--- src/rtl/csr_trap_unit.sv ---
// Machine-mode CSR file with exception, interrupt and mret sequencing that redirects fetch.
// Optional: define CSR_VECTORED_EN for vectored interrupt dispatch (mtvec mode 01).
module csr_trap_unit #(
    parameter int              XLEN        = 32,
    parameter int              COUNTER_W   = 64,
    parameter logic [XLEN-1:0] MTVEC_RESET = 32'h0000_0000
) (
    input  logic            clk,
    input  logic            rst_n,
    input  logic            csr_valid,
    input  logic [11:0]     csr_addr,
    input  logic [1:0]      csr_op,
    input  logic [XLEN-1:0] csr_wdata,
    output logic [XLEN-1:0] csr_rdata,
    output logic            csr_illegal,
    input  logic            exc_valid,
    input  logic [XLEN-2:0] exc_cause,
    input  logic [XLEN-1:0] exc_pc,
    input  logic [XLEN-1:0] exc_tval,
    input  logic            mret,
    input  logic            retire,
    input  logic            irq_msi,
    input  logic            irq_mti,
    input  logic            irq_mei,
    input  logic [XLEN-1:0] int_pc,
    output logic            redirect,
    output logic [XLEN-1:0] redirect_pc,
    output logic            irq_pending
);

    localparam bit              HAS_HI   = (COUNTER_W == 64);
    localparam logic [XLEN-1:0] MIE_MASK = XLEN'(32'h0000_0888);

    // Only modes 00 and 01 survive; the plain build keeps the low bits at zero.
    function automatic logic [XLEN-1:0] legal_mtvec(input logic [XLEN-1:0] v);
`ifdef CSR_VECTORED_EN
        return {v[XLEN-1:2], (v[1:0] == 2'b01) ? 2'b01 : 2'b00};
`else
        return v & ~XLEN'(3);
`endif
    endfunction

    logic            mstatus_mie_q, mstatus_mie_d;
    logic            mstatus_mpie_q, mstatus_mpie_d;
    logic [XLEN-1:0] mie_q, mie_d;
    logic [XLEN-1:0] mtvec_q, mtvec_d;
    logic [XLEN-1:0] mscratch_q, mscratch_d;
    logic [XLEN-1:0] mepc_q, mepc_d;
    logic [XLEN-1:0] mcause_q, mcause_d;
    logic [XLEN-1:0] mtval_q, mtval_d;
    logic [XLEN-1:0] cyc_lo_q, cyc_lo_d, cyc_hi_q, cyc_hi_d;
    logic [XLEN-1:0] ins_lo_q, ins_lo_d, ins_hi_q, ins_hi_d;
    logic            redirect_q, redirect_d;
    logic [XLEN-1:0] redirect_pc_q, redirect_pc_d;

    logic [XLEN-1:0] mip_w, pend_w, mstatus_rd, wval, trap_base, irq_target;
    logic [XLEN:0]   cyc_inc, ins_inc;
    logic [4:0]      irq_code;
    logic            irq_any, mapped, csr_we;
    logic            take_exc, take_irq, take_mret, do_wr;

    always_comb begin
        mip_w     = '0;
        mip_w[3]  = irq_msi;
        mip_w[7]  = irq_mti;
        mip_w[11] = irq_mei;
    end

    assign pend_w  = mie_q & mip_w & {XLEN{mstatus_mie_q}};
    assign irq_any = |pend_w;

    always_comb begin
        if (pend_w[11])     irq_code = 5'd11;
        else if (pend_w[3]) irq_code = 5'd3;
        else                irq_code = 5'd7;
    end

    assign trap_base = {mtvec_q[XLEN-1:2], 2'b00};
`ifdef CSR_VECTORED_EN
    assign irq_target = (mtvec_q[1:0] == 2'b01) ? trap_base + (XLEN'(irq_code) << 2) : trap_base;
`else
    assign irq_target = trap_base;
`endif

    always_comb begin
        mstatus_rd        = '0;
        mstatus_rd[12:11] = 2'b11;
        mstatus_rd[7]     = mstatus_mpie_q;
        mstatus_rd[3]     = mstatus_mie_q;
    end

    always_comb begin
        csr_rdata = '0;
        mapped    = 1'b1;
        case (csr_addr)
            12'h300:          csr_rdata = mstatus_rd;
            12'h304:          csr_rdata = mie_q;
            12'h305:          csr_rdata = mtvec_q;
            12'h340:          csr_rdata = mscratch_q;
            12'h341:          csr_rdata = mepc_q;
            12'h342:          csr_rdata = mcause_q;
            12'h343:          csr_rdata = mtval_q;
            12'h344:          csr_rdata = mip_w;
            12'hB00, 12'hC00: csr_rdata = cyc_lo_q;
            12'hB80, 12'hC80: csr_rdata = cyc_hi_q;
            12'hB02, 12'hC02: csr_rdata = ins_lo_q;
            12'hB82, 12'hC82: csr_rdata = ins_hi_q;
            12'hF14:          csr_rdata = '0;
            default:          mapped    = 1'b0;
        endcase
    end

    assign csr_illegal = csr_valid && (!mapped || (csr_addr[11:10] == 2'b11 && csr_op != 2'b00));
    assign csr_we      = csr_valid && !csr_illegal && (csr_op != 2'b00);

    always_comb begin
        case (csr_op)
            2'b01:   wval = csr_wdata;
            2'b10:   wval = csr_rdata | csr_wdata;
            2'b11:   wval = csr_rdata & ~csr_wdata;
            default: wval = csr_rdata;
        endcase
    end

    // A trap or mret in the same cycle swallows any CSR write.
    assign take_exc  = exc_valid;
    assign take_irq  = !exc_valid && irq_any;
    assign take_mret = !exc_valid && !irq_any && mret;
    assign do_wr     = csr_we && !take_exc && !take_irq && !take_mret;

    assign cyc_inc = {1'b0, cyc_lo_q} + (XLEN+1)'(1);
    assign ins_inc = {1'b0, ins_lo_q} + (XLEN+1)'(retire);

    always_comb begin
        mstatus_mie_d  = mstatus_mie_q;
        mstatus_mpie_d = mstatus_mpie_q;
        mie_d          = mie_q;
        mtvec_d        = mtvec_q;
        mscratch_d     = mscratch_q;
        mepc_d         = mepc_q;
        mcause_d       = mcause_q;
        mtval_d        = mtval_q;
        cyc_lo_d       = cyc_inc[XLEN-1:0];
        cyc_hi_d       = HAS_HI ? cyc_hi_q + XLEN'(cyc_inc[XLEN]) : '0;
        ins_lo_d       = ins_inc[XLEN-1:0];
        ins_hi_d       = HAS_HI ? ins_hi_q + XLEN'(ins_inc[XLEN]) : '0;
        redirect_d     = 1'b0;
        redirect_pc_d  = redirect_pc_q;

        if (take_exc) begin
            mepc_d         = exc_pc & ~XLEN'(3);
            mcause_d       = {1'b0, exc_cause};
            mtval_d        = exc_tval;
            mstatus_mpie_d = mstatus_mie_q;
            mstatus_mie_d  = 1'b0;
            redirect_d     = 1'b1;
            redirect_pc_d  = trap_base;
        end else if (take_irq) begin
            mepc_d         = int_pc & ~XLEN'(3);
            mcause_d       = {1'b1, (XLEN-1)'(irq_code)};
            mtval_d        = '0;
            mstatus_mpie_d = mstatus_mie_q;
            mstatus_mie_d  = 1'b0;
            redirect_d     = 1'b1;
            redirect_pc_d  = irq_target;
        end else if (take_mret) begin
            mstatus_mie_d  = mstatus_mpie_q;
            mstatus_mpie_d = 1'b1;
            redirect_d     = 1'b1;
            redirect_pc_d  = mepc_q;
        end else if (do_wr) begin
            case (csr_addr)
                12'h300: begin
                    mstatus_mie_d  = wval[3];
                    mstatus_mpie_d = wval[7];
                end
                12'h304: mie_d      = wval & MIE_MASK;
                12'h305: mtvec_d    = legal_mtvec(wval);
                12'h340: mscratch_d = wval;
                12'h341: mepc_d     = wval & ~XLEN'(3);
                12'h342: mcause_d   = wval;
                12'h343: mtval_d    = wval;
                // A written half takes the value as-is; the other half keeps counting.
                12'hB00: begin
                    cyc_lo_d = wval;
                    cyc_hi_d = cyc_hi_q;
                end
                12'hB80: if (HAS_HI) cyc_hi_d = wval;
                12'hB02: begin
                    ins_lo_d = wval;
                    ins_hi_d = ins_hi_q;
                end
                12'hB82: if (HAS_HI) ins_hi_d = wval;
                default: ;
            endcase
        end
    end

    always_ff @(posedge clk or negedge rst_n) begin
        if (!rst_n) begin
            mstatus_mie_q  <= 1'b0;
            mstatus_mpie_q <= 1'b0;
            mie_q          <= '0;
            mtvec_q        <= legal_mtvec(MTVEC_RESET);
            mscratch_q     <= '0;
            mepc_q         <= '0;
            mcause_q       <= '0;
            mtval_q        <= '0;
            cyc_lo_q       <= '0;
            cyc_hi_q       <= '0;
            ins_lo_q       <= '0;
            ins_hi_q       <= '0;
            redirect_q     <= 1'b0;
            redirect_pc_q  <= '0;
        end else begin
            mstatus_mie_q  <= mstatus_mie_d;
            mstatus_mpie_q <= mstatus_mpie_d;
            mie_q          <= mie_d;
            mtvec_q        <= mtvec_d;
            mscratch_q     <= mscratch_d;
            mepc_q         <= mepc_d;
            mcause_q       <= mcause_d;
            mtval_q        <= mtval_d;
            cyc_lo_q       <= cyc_lo_d;
            cyc_hi_q       <= cyc_hi_d;
            ins_lo_q       <= ins_lo_d;
            ins_hi_q       <= ins_hi_d;
            redirect_q     <= redirect_d;
            redirect_pc_q  <= redirect_pc_d;
        end
    end

    assign redirect    = redirect_q;
    assign redirect_pc = redirect_pc_q;
    assign irq_pending = irq_any;

endmodule

--- config.mk ---
export PLATFORM = sky130hd
export DESIGN_NAME = csr_trap_unit
export DESIGN_NICKNAME = d
export VERILOG_FILES = /design/src/rtl/csr_trap_unit.sv
export SDC_FILE = /design/constraint.sdc
export NUM_CORES = 1
export LEC_CHECK = 0
export CAP_MARGIN = 20
export CORE_UTILIZATION = 45
export DETAILED_ROUTE_END_ITERATION = 6
export MAX_ROUTING_LAYER = met4
export PLACE_DENSITY = 0.66
export SLEW_MARGIN = 20
export SYNTH_ARGS = -nofsm -noshare
export SYNTH_HDL_FRONTEND = slang
export SYNTH_SLANG_ARGS = --single-unit
--- constraint.sdc ---
create_clock -name clk -period 5.2 [get_ports clk]
set_input_delay 1.3 -clock clk [delete_from_list [all_inputs] [get_ports clk]]
set_output_delay 1.3 -clock clk [all_outputs]
set_load 0.02 [all_outputs]
# == Word-level counts from Yosys, hierarchy flattened ==
# Index checks and enable logic that the tools add are counted.
# totals
ff_bits,324
inputBits,182
output_inout_bits,67
# op_classes
add_sub_neg,4
n_eq_ne,24
mux,56
n_bitwise,8
reduce_logical,38
# ops
op,n
32-bit 2-to-1 mux,36
32-bit one-hot mux with 12 select lines,1
32-bit one-hot mux with 2 select lines,2
12-bit == test (second input constant),9
12-bit by 10-bit == test with 1-bit output (second input constant),8
32-bit one-hot mux with 3 select lines,1
32-bit by 1-bit adder with 32-bit output,2
32-bit by 1-bit adder with 33-bit output,1
32-bit by 1-bit adder with 33-bit output (second input constant),1
12-bit by 32-bit bitwise AND with 32-bit output,1
32-bit bitwise AND,1
32-bit NOT,1
32-bit OR,1
32-bit OR reduction,1
17-bit OR reduction,1
5-bit AND reduction,3
3-bit nonzero test,5
1-bit 2-to-1 mux,14
12-bit bitwise AND,1
1-bit logical AND,10
5-bit != test (second input constant),2
3-bit AND reduction,3
4-bit nonzero test,2
2-bit OR reduction,4
10 further kinds,19

# == Logic depth before layout (Yosys ltp) ==
# logic_depth
word_depth,16
mapped_depth,15
ltp_nobuf,15

# == Worst setup path before layout ==
# No wires, ideal clock.
# synth_timing
kind,input-to-reg
startpoint,input port retire
endpoint,register ins_hi_q[22]
setup_time_ns,0.145
arrival_ns,4.321
slack_ns,0.734
path_stages,15
cell_sequence,ha_1 > ha_1 > nand3_1 > nor3_1 > nand4_1 > nor2_1 > ha_1 > ha_1 > and3_1 > nand4_1 > nor3_1 > a41oi_1 > o21ai_0 > o31a_1 > o21ai_0
# synth_via
elab_chain_cells,7
# synth_rtl
element,line,text
from (decl),21,"input logic retire,"
32-bit by 1-bit adder with 33-bit output *,132,"assign ins_inc = {1'b0, ins_lo_q} + (XLEN+1)'(retire);"
32-bit by 1-bit adder with 32-bit output *,146,ins_hi_d = HAS_HI ? ins_hi_q + XLEN'(ins_inc[XLEN]) : '0;
32-bit one-hot mux with 2 select lines,172,case (csr_addr)
32-bit 2-to-1 mux,171,end else if (do_wr) begin
32-bit 2-to-1 mux,166,end else if (take_mret) begin
32-bit 2-to-1 mux,158,end else if (take_irq) begin
32-bit 2-to-1 mux *,150,if (take_exc) begin
to (signal assigned),227,ins_hi_q <= ins_hi_d;
to (decl),52,"logic [XLEN-1:0] ins_lo_q, ins_lo_d, ins_hi_q, ins_hi_d;"
# Every way passes the cells marked *; elsewhere a longest branch is shown, timed or not.
# A chain may end at the register's enable or synchronous reset.

# == Worst setup path in the final report ==
# layout_timing
startpoint,input port csr_addr[2]
endpoint,output port csr_rdata[13]
# layout_via
elab_chain_cells,3
elab_cells_between_ends,21
cone_classes,eq/ne (16); mux (1); reduce/logical (4)
# layout_rtl
element,line,text
from (decl),11,"input logic [11:0] csr_addr,"
12-bit == test,95,case (csr_addr)
2-bit OR reduction,95,
32-bit one-hot mux with 12 select lines *,95,
to (decl),14,"output logic [XLEN-1:0] csr_rdata,"
# Marks and branches as above.

==> impl_metrics.tcl <==
set metrics [dict create \
    synth_seq_cells 320 \
    p_leak_nw 10.8 \
    synth_area_leaders "dfrtp_1 42%, o21ai_0 5.8%, a21oi_1 4.5%, nand2_1 4.2%, a22oi_1 3.7%" \
    start_util_pct 45.6 \
    dp.cells 3029 \
    async_reset_ff_share_pct 100 \
    port_buffers 242 \
    ys.flop_type "dfrtp_1" \
    min_period_ns 5.17 \
    end_kind "output port" \
    htree_levels 2 \
    viasPerCell 6.48 \
    clock-sinks 320 \
    layout-drive-gt1-share_pct 16.3 \
    gp_congestion 0.994 \
    hold_viol_final 0 \
    start_kind "input pin" \
    crit_chain "clkdlybuf4s50_1, buf_4, buf_6, nor4bb_4, buf_4, buf_4, a222oi_1, a21oi_1, or2_2, dlygate4sd2_1" \
    grt_max_degree 99 \
    dpl_worst_slack_ns -0.346 \
    synth_top_area_share_pct 42.0 \
    cts_hold_buffers 0 \
    grt_pass1_vias 19100 \
    clk_latency_ns 0.56 \
    drtIter0Drc 2191 \
    drv_slew 0 \
    holdCritPathClass "flip-flop to flip-flop" \
    grt_pass1_wl_um 126000 \
    finalSetupViolCount 0 \
    io_pins 249 \
    crit_required_ns 3.90 \
    drc 0 \
    holdWs_ns 0.507 \
    power_w 0.00647 \
    dr.pass1.iters 6 \
    core_um2 41900 \
    die_area_um2 43200 \
    powerDensity_nw_per_um2 259 \
    overflow 0 \
    rsz0062_at_grt "no" \
    arrival_ns 3.87 \
    finalSetupTns_ns 0 \
    grt_antenna_before_repair 2 \
    maxCapViolCount 0 \
    crit_path_start "csr_addr[2]" \
    syn_to_final_growth_pct 31.1 \
    fmax_mhz 194 \
    die_w_um 208 \
    critPathTopFamily "buffers and inverters" \
    cts_tree "built" \
    ir_drop_v 0.000245 \
    status "completed" \
    crit_slowest_cell "clkdlybuf4s50_1" \
    yosysUniqueCellTypes 93 \
    slowest_delay_ns 0.47 \
    synth_commonest_cells "320 x dfrtp_1, 220 x o21ai_0, 215 x nand2_1, 186 x nor2_1, 171 x a21oi_1" \
    grtUsageTotal_pct 40.5 \
    dr_total_vias 20100 \
    die_h_um 208 \
    clock_skew_ns 0.0154 \
    r2r_start "cyc_lo_q[0]$_DFF_PN0_" \
    period_share_pct 99.3 \
    crit_top_cell "buf_4" \
    slew_headroom_pct 30.7 \
    path_class "input pin to output port" \
    setup_ws_ns 0.0343 \
    synth_edf_count 0 \
    synth_area_per_cell_um2 8.81 \
    cts-buffers-inserted 38 \
    synthesis.area_um2 19100 \
    cts.path.max_buffers 3 \
    synth.most_common_cell "dfrtp_1" \
    cts.clk_slew.worst_paths_ns 0.06 \
    rows 75 \
    yosysTopAreaCell "dfrtp_1" \
    cts-root-buf "clkbuf_16" \
    routedWlPerCell_um 27.5 \
    worstPathMaxFanout 13 \
    hp-start "mtval_q[29]$_DFFE_PN0P_" \
    fin_cells 3102 \
    drtAntennaViolNets 0 \
    wl_um 85400 \
    nets 2724 \
    synth_warnings 0 \
    postSynthCellCount 2165 \
    tightest_slew_ns 1.03 \
    worstPathBufferInverterCount 6 \
    dpl.hpwl_um 63800 \
    ys_seq_area_share_pct 42.0 \
]
-- metrics by stage --
step | utilization [%] | instance area (um2)
global placement | 56.3 | 23600
detailed placement | 56.3 | 23600
CTS | 59.6 | 24900
floorplan | - | 19100
finish | 59.7 | 25000
global route | 59.7 | 25000
-- final cells by class --
class | instances | area, um2
diodes | 1 | 2.50
clock buffers | 54 | 1150
clock inverters | 13 | 129
fillers | 3759 | 16900
inverters | 35 | 131
multi-input cells | 1641 | 10300
flip-flops and latches | 320 | 8010
well taps | 539 | 674
repair buffers | 499 | 4570
-- flip-flops by register name, indices dropped and copies added (netlist names) --
name,flops
cyc_hi_q,32
cyc_lo_q,32
ins_hi_q,32
ins_lo_q,32
mcause_q,32
mscratch_q,32
mtval_q,32
mepc_q,30
mtvec_q,30
redirect_pc,30
mie_q,3
mstatus_mie_q,1
mstatus_mpie_q,1
redirect,1
-- worst min-delay path, delay by kind of cell, from the launching register on --
kind	cells	cell delay, ns
flops	1	0.34
compound gates	2	0.13
-- repair_timing --
item	in CTS	in global routing
setup endpoints to repair	32	14
buffers inserted	3	1
resized for setup	54	6
endpoints found under the hold margin	0	0
pin swaps	4	2
-- layout by cell type, fill, tap and decap left out, drive strengths merged, types with 11 or more instances in the layout --
master	netlist	routed
dfrtp	320	320
buf	76	262
o21ai	250	250
nand2	215	215
clkdlybuf4s50	0	202
nor2	187	187
a21oi	174	174
a22oi	94	94
nand3	75	75
mux2i	62	62
and3	55	55
clkbuf	94	54
xnor2	39	39
nor3	38	38
inv	35	37
a221oi	35	35
dlygate4sd2	0	34
nand4	34	34
o22ai	32	32
xor2	23	23
o211ai	20	20
nor4	20	20
a211o	19	19
a32oi	18	18
nor3b	18	18
a211oi	17	17
or3	15	15
mux2	13	13
and2	11	11
-- where the power goes --
group / switching (W) / internal (W) / leakage [nW]
Sequential: 0.000158 / 0.00262 / 4.13
Combinational: 0.000534 / 0.000406 / 6.05
Clock: 0.00111 / 0.00164 / 0.639
-- worst paths after layout --
kind	endpoint	slack (ns)	depth (start not counted)
min in group asynchronous	mcause_q[27]$_DFFE_PN0P_	0.77	1
setup / recovery	csr_rdata[13]	0.03	10
setup reg to reg	cyc_hi_q[17]$_DFFE_PN0P_	0.45	15
hold / removal	mtval_q[29]$_DFFE_PN0P_	0.51	2
max in group asynchronous	mcause_q[26]$_DFFE_PN0P_	3.44	2
hold reg to reg	mtval_q[29]$_DFFE_PN0P_	0.51	2
-- kinds of logic after synthesis --
| group | share of synthesized area [%] |
|---|---|
| AO/OA/AOI/OAI | 26.6 |
| XOR/XNOR | 2.85 |
| adder cells (fa/ha/maj) | 0.459 |
| buffers and inverters | 4.91 |
| flip-flops | 42.0 |
| multiplexers | 4.26 |
| other | 0.0197 |
| AND/OR/NAND/NOR | 19.0 |
-- metal layers --
metal	vias to the layer above	track usage (%)	part of all wire [%]
met3	179	6.54	9.5
met1	9958	55.7	42
met4	0	14.2	3.6
met5	-	-	0
li1	8838	-	-
met2	1116	60.6	45
Power figures use the tool's default switching activity.
